[config.mk]
export PLATFORM = sky130hd
export DESIGN_NAME = pc_unit_ras
export DESIGN_NICKNAME = d
export VERILOG_FILES = /design/src/rtl/pc_pkg.sv /design/src/rtl/ras_stack.sv /design/src/rtl/pc_unit_ras.sv
export SDC_FILE = /design/constraint.sdc
export NUM_CORES = 1
export LEC_CHECK = 0
export ABC_AREA = 1
export BUFFER_PORTS_ARGS = -buffer_cell sky130_fd_sc_hd__buf_4
export CORE_UTILIZATION = 25
export DETAILED_ROUTE_END_ITERATION = 8
export PLACE_DENSITY_LB_ADDON = 0.25
export SLEW_MARGIN = 20
export SYNTH_ARGS = -nofsm -noshare
export SYNTH_HDL_FRONTEND = slang
export SYNTH_SLANG_ARGS = --single-unit
export TNS_END_PERCENT = 1
[constraint.sdc]
create_clock -name clk -period 9.89 [get_ports clk]
set_input_delay 1.978 -clock clk [delete_from_list [all_inputs] [get_ports clk]]
set_output_delay 1.978 -clock clk [all_outputs]
set_load 0.02 [all_outputs]
[src/rtl/pc_pkg.sv]
// Shared PC-stage definitions: winning-action encoding and default geometry.
package pc_pkg;

  localparam int unsigned PC_W = 32;
  localparam int unsigned PC_STEP = 1;
  localparam logic [PC_W-1:0] PC_RESET_VEC = '1;

  // Action selected for the next PC update; exactly one wins each edge.
  typedef enum logic [2:0] {
    PC_ACT_SEQ,
    PC_ACT_BRANCH,
    PC_ACT_JUMP,
    PC_ACT_CALL,
    PC_ACT_RET,
    PC_ACT_HOLD
  } pc_act_e;

endpackage

[src/rtl/ras_stack.sv]
// Circular return-address stack; a push while full silently replaces the oldest entry.
module ras_stack #(
  parameter int unsigned W         = 32,
  parameter int unsigned RAS_DEPTH = 4
) (
  input  logic                           clk,
  input  logic                           reset,
  input  logic                           hold,
  input  logic                           push,
  input  logic                           pop,
  input  logic [W-1:0]                   push_data,
  output logic [W-1:0]                   top,
  output logic [$clog2(RAS_DEPTH+1)-1:0] count,
  output logic                           empty,
  output logic                           full,
  output logic                           overflow,
  output logic                           underflow
);

  localparam int unsigned PtrW = $clog2(RAS_DEPTH);
  localparam int unsigned CntW = $clog2(RAS_DEPTH + 1);

  logic [W-1:0]    mem_q [RAS_DEPTH];
  logic [PtrW-1:0] top_q;
  logic [PtrW-1:0] wr_ptr;
  logic [CntW-1:0] count_q;
  logic            do_push;
  logic            do_pop;

  // Decode the effective operation and the status strobes.
  always_comb begin
    empty     = (count_q == '0);
    full      = (count_q == CntW'(RAS_DEPTH));
    do_push   = push & ~hold;
    do_pop    = pop & ~hold & ~push & ~empty;
    wr_ptr    = top_q + PtrW'(1);
    overflow  = do_push & full;
    underflow = pop & ~hold & ~push & empty;
    top       = mem_q[top_q];
    count     = count_q;
  end

  // Top pointer and occupancy; pointer wraps naturally since depth is a power of two.
  always_ff @(negedge clk) begin
    if (reset) begin
      top_q   <= '0;
      count_q <= '0;
    end else if (do_push) begin
      top_q <= wr_ptr;
      if (!full) count_q <= count_q + CntW'(1);
    end else if (do_pop) begin
      top_q   <= top_q - PtrW'(1);
      count_q <= count_q - CntW'(1);
    end
  end

  // Entry storage; contents after reset are don't-care.
  always_ff @(negedge clk) begin
    if (!reset && do_push) mem_q[wr_ptr] <= push_data;
  end

endmodule

[src/rtl/pc_unit_ras.sv]
// Fetch-stage program counter with stall, branch, jump and call/return via a RAS.
module pc_unit_ras
  import pc_pkg::*;
#(
  parameter int unsigned W         = PC_W,
  parameter int unsigned STEP      = PC_STEP,
  parameter logic [W-1:0] RESET_VEC = '1,
  parameter int unsigned RAS_DEPTH = 4
) (
  input  logic                           clk,
  input  logic                           reset,
  input  logic                           stall,
  input  logic                           branch_en,
  input  logic [W-1:0]                   branch_off,
  input  logic                           jump_en,
  input  logic [W-1:0]                   jump_addr,
  input  logic                           call_en,
  input  logic [W-1:0]                   call_addr,
  input  logic                           ret_en,
  output logic [W-1:0]                   pc,
  output logic [W-1:0]                   pc_link,
  output logic [$clog2(RAS_DEPTH+1)-1:0] ras_count,
  output logic                           ras_empty,
  output logic                           ras_full,
  output logic                           ras_overflow,
  output logic                           ras_underflow
);

  pc_act_e      act;
  logic [W-1:0] pc_q;
  logic [W-1:0] pc_d;
  logic [W-1:0] ras_top;
  logic         ovf_strobe;
  logic         unf_strobe;
  logic         ovf_q;
  logic         unf_q;

  // Priority encoder: stall > ret > call > jump > branch > sequential.
  always_comb begin
    act = PC_ACT_SEQ;
    if (stall)          act = PC_ACT_HOLD;
    else if (ret_en)    act = PC_ACT_RET;
    else if (call_en)   act = PC_ACT_CALL;
    else if (jump_en)   act = PC_ACT_JUMP;
    else if (branch_en) act = PC_ACT_BRANCH;
  end

  ras_stack #(
    .W        (W),
    .RAS_DEPTH(RAS_DEPTH)
  ) u_ras (
    .clk      (clk),
    .reset    (reset),
    .hold     (act == PC_ACT_HOLD),
    .push     (act == PC_ACT_CALL),
    .pop      (act == PC_ACT_RET),
    .push_data(pc_link),
    .top      (ras_top),
    .count    (ras_count),
    .empty    (ras_empty),
    .full     (ras_full),
    .overflow (ovf_strobe),
    .underflow(unf_strobe)
  );

  // Next-PC mux; a return on an empty stack falls through to sequential.
  always_comb begin
    pc_link = pc_q + W'(STEP);
    pc_d    = pc_link;
    unique case (act)
      PC_ACT_HOLD:   pc_d = pc_q;
      PC_ACT_RET:    pc_d = ras_empty ? pc_link : ras_top;
      PC_ACT_CALL:   pc_d = call_addr;
      PC_ACT_JUMP:   pc_d = jump_addr;
      PC_ACT_BRANCH: pc_d = pc_link + branch_off;
      default:       pc_d = pc_link;
    endcase
  end

  // PC register and sticky stack-error flags, cleared only by reset.
  always_ff @(negedge clk) begin
    if (reset) begin
      pc_q  <= RESET_VEC;
      ovf_q <= 1'b0;
      unf_q <= 1'b0;
    end else begin
      pc_q  <= pc_d;
      ovf_q <= ovf_q | ovf_strobe;
      unf_q <= unf_q | unf_strobe;
    end
  end

  assign pc            = pc_q;
  assign ras_overflow  = ovf_q;
  assign ras_underflow = unf_q;

endmodule
Yosys cells after proc, flatten, opt, wreduce, memory -nomap -nowiden
Memories as Yosys holds them, arrays and structs flattened. A register that Yosys moved wholly into a read port is not among the register bits.
Cells that the tools add are included.
{ "classes": {"eq_ne": 7, "addsub": 6, "mux": 16, "bitwise": 11, "n_reduce_logical": 5} }
{ "ops": {"columns": ["cell", "n"], "rows": [
  ["32-bit one-hot mux with 5 select lines", 1],
  ["32-bit by 1-bit adder with 32-bit output, second input constant", 1],
  ["32-bit adder", 1],
  ["32-bit two-way mux", 1],
  ["3-bit two-way mux", 5],
  ["2-bit two-way mux", 6],
  ["3-bit == test, second input constant", 3],
  ["1-bit bitwise AND", 6],
  ["3-bit by 2-bit == test with 1-bit output, second input constant", 2],
  ["3-bit by 1-bit adder with 3-bit output, second input constant", 1],
  ["3-bit by 1-bit == test with 1-bit output, second input constant", 1],
  ["3-bit logical NOT", 1],
  ["1-bit two-way mux", 3],
  ["1-bit NOT", 3],
  ["3-bit by 1-bit subtractor with 3-bit output, second input constant", 1],
  ["2-bit by 1-bit adder with 2-bit output, second input constant", 1],
  ["2-bit inequality test, second input constant", 1],
  ["1-bit OR", 2],
  ["2-bit AND reduction", 1],
  ["2-bit nonzero test", 1],
  ["2-bit by 1-bit subtractor with 2-bit output, second input constant", 1],
  ["1-bit logical AND", 1],
  ["1-bit logical NOT", 1]
]} }
{ "word_totals": {"reg_bits": 39, "mem_bits_rw": 128, "wordCells": 51, "n_memories": 1, "out_inout_bits": 71} }
{ "memory_table": {"columns": ["memory", "depth", "word_bits", "read_ports", "rd_clocked_by_memory_dff", "wr", "line_no", "text"], "rows": [
  ["u_ras.mem_q", 4, 32, 1, 1, 1, "ras_stack.sv:23", "logic [W-1:0] mem_q [RAS_DEPTH];"]
]} }

Depth between registers and ports, before layout
Gate-level depths: netlist (run 1).
{ "logic_depth": {"depth_word": 14, "mapped_depth": 25, "depth_no_buf": 25} }

By module
Synthesis (run 1) repeated with hierarchy kept, for this count alone.
{ "hier_totals": {"cells_unflattened": 1519, "area_unflattened_um2": 11126.9} }
{ "modules_own_cells": {"columns": ["module", "cells_each", "area_per_inst_um2", "seq_area_each_um2", "n_inst"], "rows": [
  ["pc_unit_ras", 1128, 5893.2, 680.7, 1],
  ["ras_stack", 391, 5233.8, 3983.8, 1]
]} }

==> results of run 1 <==
## path summary, 6_finish.rpt
path	from	end	slack [ps]
setup reg to reg	pc[0]$_SDFFE_NP1N_	pc[24]$_SDFFE_NP1N_	6210
hold / removal	ras_overflow$_SDFF_NP0_	ras_overflow$_SDFF_NP0_	450
setup / recovery	pc[0]$_SDFFE_NP1N_	pc_link[22]	260
hold reg to reg	ras_overflow$_SDFF_NP0_	ras_overflow$_SDFF_NP0_	450
## critical path: stages, from the launching register on
cell	delay (ps)
dfxtp_1	490
ha_1	280
inv_1	100
nor2_4	190
inv_2	70
nor2_4	130
inv_2	70
nor3_2	200
or2_2	160
nand2_1	50
inv_1	260
buf_4	220
## final cells by class
| class | instances | share of cell area |
|---|---|---|
| flip-flops and latches | 169 | 0.328 |
| diodes | 1 | 0.000176 |
| clock buffers | 17 | 0.0299 |
| inverters | 178 | 0.0474 |
| clock inverters | 183 | 0.0587 |
| repair buffers | 205 | 0.112 |
| well taps | 577 | 0.0508 |
| multi-input cells | 1035 | 0.373 |
## layout by cell type, fill, tap and decap left out, drive strengths merged
cell type / synthesis / routed
xnor2: 11 / 11
bufinv: 0 / 5
diode: 0 / 1
a221oi: 3 / 3
a21oi: 108 / 108
edfxtp: 128 / 128
dfxtp: 41 / 41
xor2: 12 / 12
and3: 1 / 1
nor2: 98 / 98
buf: 30 / 205
o22ai: 3 / 3
nand3b: 11 / 11
a22o: 23 / 23
nor3: 17 / 17
ha: 42 / 42
o2111ai: 2 / 2
nand2: 498 / 498
fa: 2 / 2
nor3b: 1 / 1
nor4: 2 / 2
a221o: 8 / 8
nand2b: 1 / 1
o21ai: 17 / 17
clkbuf: 15 / 17
o21bai: 5 / 5
clkinvlp: 0 / 3
nand3: 130 / 130
nand4: 20 / 20
and2: 4 / 4
inv: 179 / 352
a21o: 2 / 2
o211ai: 1 / 1
clkinv: 0 / 1
a31oi: 3 / 3
or2: 10 / 10
## layer usage
layer  up-vias  track usage  part of all wire
li1       5403            -                 -
met3        66       0.0410             0.052
met2       363        0.300              0.46
met5         -            0           0.00031
met4         2       0.0851             0.027
met1      5162        0.250              0.46
## power by group through the flow
| stage | clock, mW | combinational (mW) | sequential, mW |
|---|---|---|---|
| after CTS | 1.01 | 0.763 | 0.842 |
| after floorplan | 0.102 | 0.454 | 0.856 |
| after global placement | 0.102 | 0.757 | 0.850 |
| after detailed placement | 0.102 | 0.759 | 0.851 |
| final | 0.989 | 0.764 | 0.842 |
| after global routing | 1.09 | 0.842 | 0.843 |
## flip-flops by register name, indices dropped and copies added, names as in the netlist, named ones only
signal	count
u_ras.mem_q	128
ras_overflow	1
u_ras.top_q	2
ras_underflow	1
u_ras.count	3
pc	32
## metrics by stage
stage	cell area, sq um	util	power, mW
final	14200	0.335	2.60
after global routing	14200	0.335	2.77
after CTS	14200	0.335	2.62
after detailed placement	13000	0.305	1.71
after global placement	13000	0.305	1.71
after floorplan	10900	-	1.41
## kinds of logic after synthesis
group | Yosys count | share of synthesized area
XOR/XNOR | 23 | 0.0206
flip-flops | 169 | 0.430
AND/OR/NAND/NOR | 793 | 0.316
adder cells (fa/ha/maj) | 44 | 0.0521
AO/OA/AOI/OAI | 175 | 0.0966
buffers and inverters | 224 | 0.0847
==> impl_metrics.ini, run 1 <==
[yosys]
synthFlopType = edfxtp_1
synth_top_cell_by_area = edfxtp_1
syn_inst = 1428
synth_nets = 1575
ys_seq_area_frac = 0.430
netlist_area_sq_um = 10900
yosysWarnings = 0
syn_avg_cell_area_sq_um = 7.60
synth_top_cells_by_area = edfxtp_1 35%, nand2_1 17%, dfxtp_1 7.6%
synth_enable_flop_cells = 128
async_flop_share = 0
synth_common_cells = 485 x nand2_1, 171 x inv_1, 129 x nand3_1
synth_seq_cells = 169
synthMostInstantiatedCell = nand2_1
synth_top_area_frac = 0.354
ys_types = 48

[global_routing]
grt_pass1_vias = 10976
grt_max_degree = 66
antenna_found_initial = 1
track_usage = 0.191
overflow = 0
grt_pass1_wl_um = 62700

[clock_network]
ctsHoldBuffers = 0
numCtsBuffers = 17
cts_tree = built
cts.clk_slew.worst_paths_ps = 40
cts.sinks = 169
clkLatencyLatePin_ps = 460
cts.repair.resized = 0
clockBufferDepth = 2
cts_setup_buffers = 0
cts_htree_levels = 4
cts_root_buf = clkbuf_16

[drt]
wl_per_cell_um = 17.8
drt_wl_total_um = 42100
initialDrtViolationCount = 892
drc = 0
drt-pass1-iter-count = 5
dr_total_vias = 10996
ant_nets = 0
detail_route.vias_per_cell = 4.65

[sta]
report.final.hold_viol_count = 0
timing.final.ws_setup_ps = 256
setup_tns_ps = 0
worstMarginPinSlew_ps = 770
slew_viol_final = 0
setup_viol = 0
fin_worst_skew_ps = 16.1
holdWs_ps = 454
relSlewSlack = 0.487
rsz0062_at_grt = no

[layout]
fin_nets = 1922
drive_above_1_share = 0.161
multiInputGateArea_sq_um = 5300
layout.area.seq_sq_um = 4670
final_cells = 2365
fill_cells = 4611
area_growth_pct = 30.9

[critical_path]
end_kind = output pin
reg2reg_depth = 22
worstPathRequired_ps = 7910
path_class = reg2out
startpoint_type = flop
cp_max_fo = 7
crit_arrival_ps = 7660

[die]
die_area_sq_um = 44200
die_y_um = 210
placementRows = 75
die_w_um = 210
start_util = 0.256
core_region_area_sq_um = 42400
ios = 174

[placement]
place_congestion = 0.896
dp_hpwl_um = 31700
dp_cells = 2165
dp_slack_ps = 766
numPortBuffers = 173

[pwr]
p_seq_frac = 0.325
internal-power_mw = 1.60
swShare = 0.382
p_sw_mw = 0.992
ir_drop_uv = 128
leakage_nw = 7.05
pwr-share-clk = 0.381
p_per_area_nw_per_um2 = 183
p_comb_frac = 0.294

[status]
status = complete, no violations

[job]
drv_cap = 0

[worst_hold_path]
hp-class = reg2reg
hold_depth = 2
Note: power is estimated with default switching activity, not from simulation.
==> inputs of run 2 (changes only) <==
--- a/config.mk
+++ b/config.mk
@@ -7,8 +7,11 @@
 export LEC_CHECK = 0
 export ABC_AREA = 1
 export BUFFER_PORTS_ARGS = -buffer_cell sky130_fd_sc_hd__buf_4
+export CELL_PAD_IN_SITES_DETAIL_PLACEMENT = 1
+export CELL_PAD_IN_SITES_GLOBAL_PLACEMENT = 1
 export CORE_UTILIZATION = 25
 export DETAILED_ROUTE_END_ITERATION = 8
+export GPL_TIMING_DRIVEN = 1
 export PLACE_DENSITY_LB_ADDON = 0.25
 export SLEW_MARGIN = 20
 export SYNTH_ARGS = -nofsm -noshare
==> run 2 against run 1 <==
Effect of this change:
- clock-buffer cell count did not move
- via count rose by 2.3%
- total power fell by 0.91%
- clock skew rose by 7.2 ps
- combinational power rose by 3.9%
- design area fell by 0.37%
- critical path type unchanged
- critical endpoint unchanged
==> impl_metrics.ini, run 2 (same netlist as run 1, synthesis figures left out) <==
[sta]
report.final.hold_viol_count = 0
slew_viol_final = 0
holdWs_ps = 462
rsz0062_at_grt = no
worstMarginPinSlew_ps = 1070
setup_viol = 0
setup_tns_ps = 0
relSlewSlack = 0.280
fin_worst_skew_ps = 23.3

[drt]
initialDrtViolationCount = 776
detail_route.vias_per_cell = 4.76
ant_nets = 0
drt-pass1-iter-count = 6
drt_wl_total_um = 47800
dr_total_vias = 11253
wl_per_cell_um = 20.2
drc = 0

[clock_network]
cts_root_buf = clkbuf_16
cts_tree = built
cts_htree_levels = 4
cts_setup_buffers = 0
cts.repair.resized = 0
ctsHoldBuffers = 0
cts.sinks = 169
cts.clk_slew.worst_paths_ps = 40
clockBufferDepth = 2
clkLatencyLatePin_ps = 480
numCtsBuffers = 17

[pwr]
ir_drop_uv = 121
leakage_nw = 7.03
p_comb_frac = 0.309
swShare = 0.419
pwr-share-clk = 0.362
power_mw = 2.57
p_sw_mw = 1.08
internal-power_mw = 1.49
p_per_area_nw_per_um2 = 182
p_seq_frac = 0.329

[die]
ios = 174
core_region_area_sq_um = 42400
die_area_sq_um = 44200
placementRows = 75
die_y_um = 210
die_w_um = 210
start_util = 0.256

[global_routing]
grt_pass1_wl_um = 70800
overflow = 0
antenna_found_initial = 0
track_usage = 0.218
grt_max_degree = 66
grt_pass1_vias = 11782

[layout]
fin_util = 0.334
fill_cells = 5312
n_antenna_cell = 0
area_growth_pct = 30.5
design_area_sq_um = 14200
regMostFlops = u_ras.mem_q
mostFrequentLayoutCell = nand2_1
multiInputGateArea_sq_um = 5300
drive_above_1_share = 0.164
final_cell_mix = 485 x nand2_1, 338 x inv_1, 202 x buf_4
largest_register_ffs = 128
layout.area.seq_sq_um = 4670
fin_nets = 1923

[job]
drv_cap = 0

[placement]
dp_hpwl_um = 36200
place_congestion = 0.909
dpl_cell_area_sq_um = 13000
numPortBuffers = 173

[critical_path]
worstPathRequired_ps = 7910
crit_arrival_ps = 7640
startpoint_type = flop
path_class = reg2out
cp_max_fo = 6
end_kind = output pin

[worst_hold_path]
hp-class = reg2reg

[status]
status = complete, no violations
run 2: worst paths after layout:
path / start / end / cells after the start / slack [ps]
max: pc[1]$_SDFFE_NP1N_ / pc_link[22] / 11 / 270
min: ras_overflow$_SDFF_NP0_ / ras_overflow$_SDFF_NP0_ / 2 / 460
max reg2reg: pc[1]$_SDFFE_NP1N_ / pc[29]$_SDFFE_NP1N_ / 18 / 5890
min reg2reg: ras_overflow$_SDFF_NP0_ / ras_overflow$_SDFF_NP0_ / 2 / 460
run 2: stage by stage:
step | std cells | worst slack, ps
finish | 2366 | 269
global route | 2366 | 55.1
CTS | 2366 | 290
detailed placement | 2166 | 548
global placement | 2166 | 535
floorplan | 1428 | 369
run 2: power by group through the flow:
| stage | registers, mW | clock network (mW) | logic, mW |
|---|---|---|---|
| after CTS | 0.845 | 0.959 | 0.801 |
| after global placement | 0.855 | 0.102 | 0.786 |
| final | 0.846 | 0.931 | 0.794 |
| after detailed placement | 0.855 | 0.102 | 0.797 |
| after floorplan | 0.856 | 0.102 | 0.454 |
| after global routing | 0.847 | 1.03 | 0.875 |
run 2: worst max-delay path, cell delays in order (launching register included):
cell     delay (ps)
dfxtp_1         490
ha_1            290
inv_1           100
nor2_4          210
inv_2            80
nor2_4          130
inv_2            70
nor3_2          180
or2_2           140
nand2_1          40
inv_1           260
buf_4           220
run 2: final cells by class:
| cell class | instances | area share |
|---|---|---|
| Inverter | 178 | 0.0475 |
| Clock buffer | 17 | 0.0300 |
| Tap cell | 577 | 0.0510 |
| Clock inverter | 184 | 0.0549 |
| Multi-Input combinational cell | 1035 | 0.374 |
| Timing Repair Buffer | 206 | 0.113 |
| Sequential cell | 169 | 0.330 |
run 2: routing by layer:
layer  share of wire  track usage
met5               0            0
met4           0.021       0.0848
met3           0.048       0.0489
met2            0.47        0.346
met1            0.46        0.286
==> inputs of run 3 (changes only) <==
==> constraint.sdc (replaced) <==
create_clock -name clk -period 11 [get_ports clk]
set_input_delay 2.2 -clock clk [delete_from_list [all_inputs] [get_ports clk]]
set_output_delay 2.2 -clock clk [all_outputs]
set_load 0.02 [all_outputs]
==> run 3 against run 2 <==
Effect of this change:
- worst hold slack lost 3.2 ps
- critical path depth is the same
- sequential share of layout area about the same
- non-clock buffer count shrank 6
- die area did not move
- via count down 0.59%
- register-to-register slack gained 1100 ps
- critical path type unchanged
- highest routed layer unchanged
==> impl_metrics.ini, run 3 (same netlist as run 1, synthesis figures left out) <==
[die]
start_util = 0.256
die_y_um = 210
die_area_sq_um = 44200
placementRows = 75
die_w_um = 210
core_region_area_sq_um = 42400
ios = 174

[sta]
fin_worst_skew_ps = 25.3
holdWs_ps = 459
timing.final.ws_setup_ps = 384
relSlewSlack = 0.351
setup_viol = 0
slew_viol_final = 0
rsz0062_at_grt = no
setup_tns_ps = 0
report.final.hold_viol_count = 0
worstMarginPinSlew_ps = 972

[layout]
regMostFlops = u_ras.mem_q
final_cell_mix = 485 x nand2_1, 339 x inv_1, 196 x buf_4
fin_nets = 1917
mostFrequentLayoutCell = nand2_1
design_area_sq_um = 14100
largest_register_ffs = 128
drive_above_1_share = 0.161
area_growth_pct = 30.3

[pwr]
p_seq_frac = 0.325
swShare = 0.409
internal-power_mw = 1.38
p_per_area_nw_per_um2 = 165
pwr-share-clk = 0.372
leakage_nw = 7.01
p_comb_frac = 0.303
ir_drop_uv = 110
p_sw_mw = 0.957

[critical_path]
cp_max_fo = 7
end_kind = output pin
startpoint_type = flop
crit_arrival_ps = 8420
worstPathRequired_ps = 8800
path_class = reg2out

[clock_network]
numCtsBuffers = 17
cts_htree_levels = 4
clockBufferDepth = 2
cts.clk_slew.worst_paths_ps = 30
cts_root_buf = clkbuf_16
ctsHoldBuffers = 0
cts.sinks = 169
clkLatencyLatePin_ps = 480
cts.repair.resized = 0
cts_setup_buffers = 0
cts_tree = built

[drt]
initialDrtViolationCount = 547
dr_total_vias = 11187
detail_route.vias_per_cell = 4.74
ant_nets = 0
wl_per_cell_um = 20.1
drc = 0
drt_wl_total_um = 47400
drt-pass1-iter-count = 4

[global_routing]
overflow = 0
track_usage = 0.216
grt_max_degree = 66
antenna_found_initial = 1
grt_pass1_vias = 11847
grt_pass1_wl_um = 70300

[status]
status = complete, no violations

[placement]
dp_slack_ps = 853
dpl_cell_area_sq_um = 12900
dp_hpwl_um = 35900
numPortBuffers = 173
place_congestion = 0.871

[job]
drv_cap = 0

[worst_hold_path]
hp-class = reg2reg
## run 3: cell type report
| cell class | count | area [sq um] |
|---|---|---|
| diodes | 1 | 2.50 |
| clock buffers | 17 | 425 |
| clock inverters | 184 | 805 |
| fillers | 5319 | 28300 |
| inverters | 178 | 673 |
| multi-input cells | 1035 | 5300 |
| flip-flops and latches | 169 | 4670 |
| well taps | 577 | 722 |
| repair buffers | 200 | 1550 |
## run 3: per-layer routing
metal | vias up | GRT usage | routed length [um] | share of wire
li1 | 5394 | - | - | -
met1 | 5440 | 0.278 | 21400 | 0.45
met2 | 293 | 0.348 | 22400 | 0.47
met3 | 60 | 0.0507 | 2460 | 0.052
met4 | 0 | 0.0876 | 1150 | 0.024
met5 | - | 0 | 0 | 0
## run 3: path summary, 6_finish.rpt
| path | from | end | slack, ps | cells past startpoint |
|---|---|---|---|---|
| min reg2reg | ras_overflow$_SDFF_NP0_ | ras_overflow$_SDFF_NP0_ | 460 | 2 |
| max reg2reg | pc[3]$_SDFFE_NP1N_ | pc[15]$_SDFFE_NP1N_ | 7000 | 17 |
| min | ras_overflow$_SDFF_NP0_ | ras_overflow$_SDFF_NP0_ | 460 | 2 |
| max | pc[0]$_SDFFE_NP1N_ | pc_link[22] | 380 | 11 |
## run 3: power groups by stage
stage | registers, mW | clock network (mW) | logic, mW
2_1_floorplan | 0.769 | 0.0920 | 0.408
6_report | 0.760 | 0.869 | 0.709
3_3_place_gp | 0.768 | 0.0920 | 0.703
4_1_cts | 0.760 | 0.890 | 0.717
3_5_place_dp | 0.768 | 0.0920 | 0.712
5_1_grt | 0.761 | 0.959 | 0.783
## run 3: worst max-delay path, cell delays in order (launching register included)
cell,delay (ps)
dfxtp_1,500
ha_1,360
inv_1,130
nor2_4,230
inv_2,90
nor2_4,150
inv_2,80
nor3_2,200
or2_2,150
nand2_1,40
inv_1,310
buf_4,230
## run 3: per-stage QoR
step / total power, mW / util / cells
after floorplan: 1.27 / - / 1428
after global placement: 1.56 / 0.304 / 2160
after detailed placement: 1.57 / 0.304 / 2160
after CTS: 2.37 / 0.333 / 2360
after global routing: 2.50 / 0.333 / 2360
final: 2.34 / 0.333 / 2361
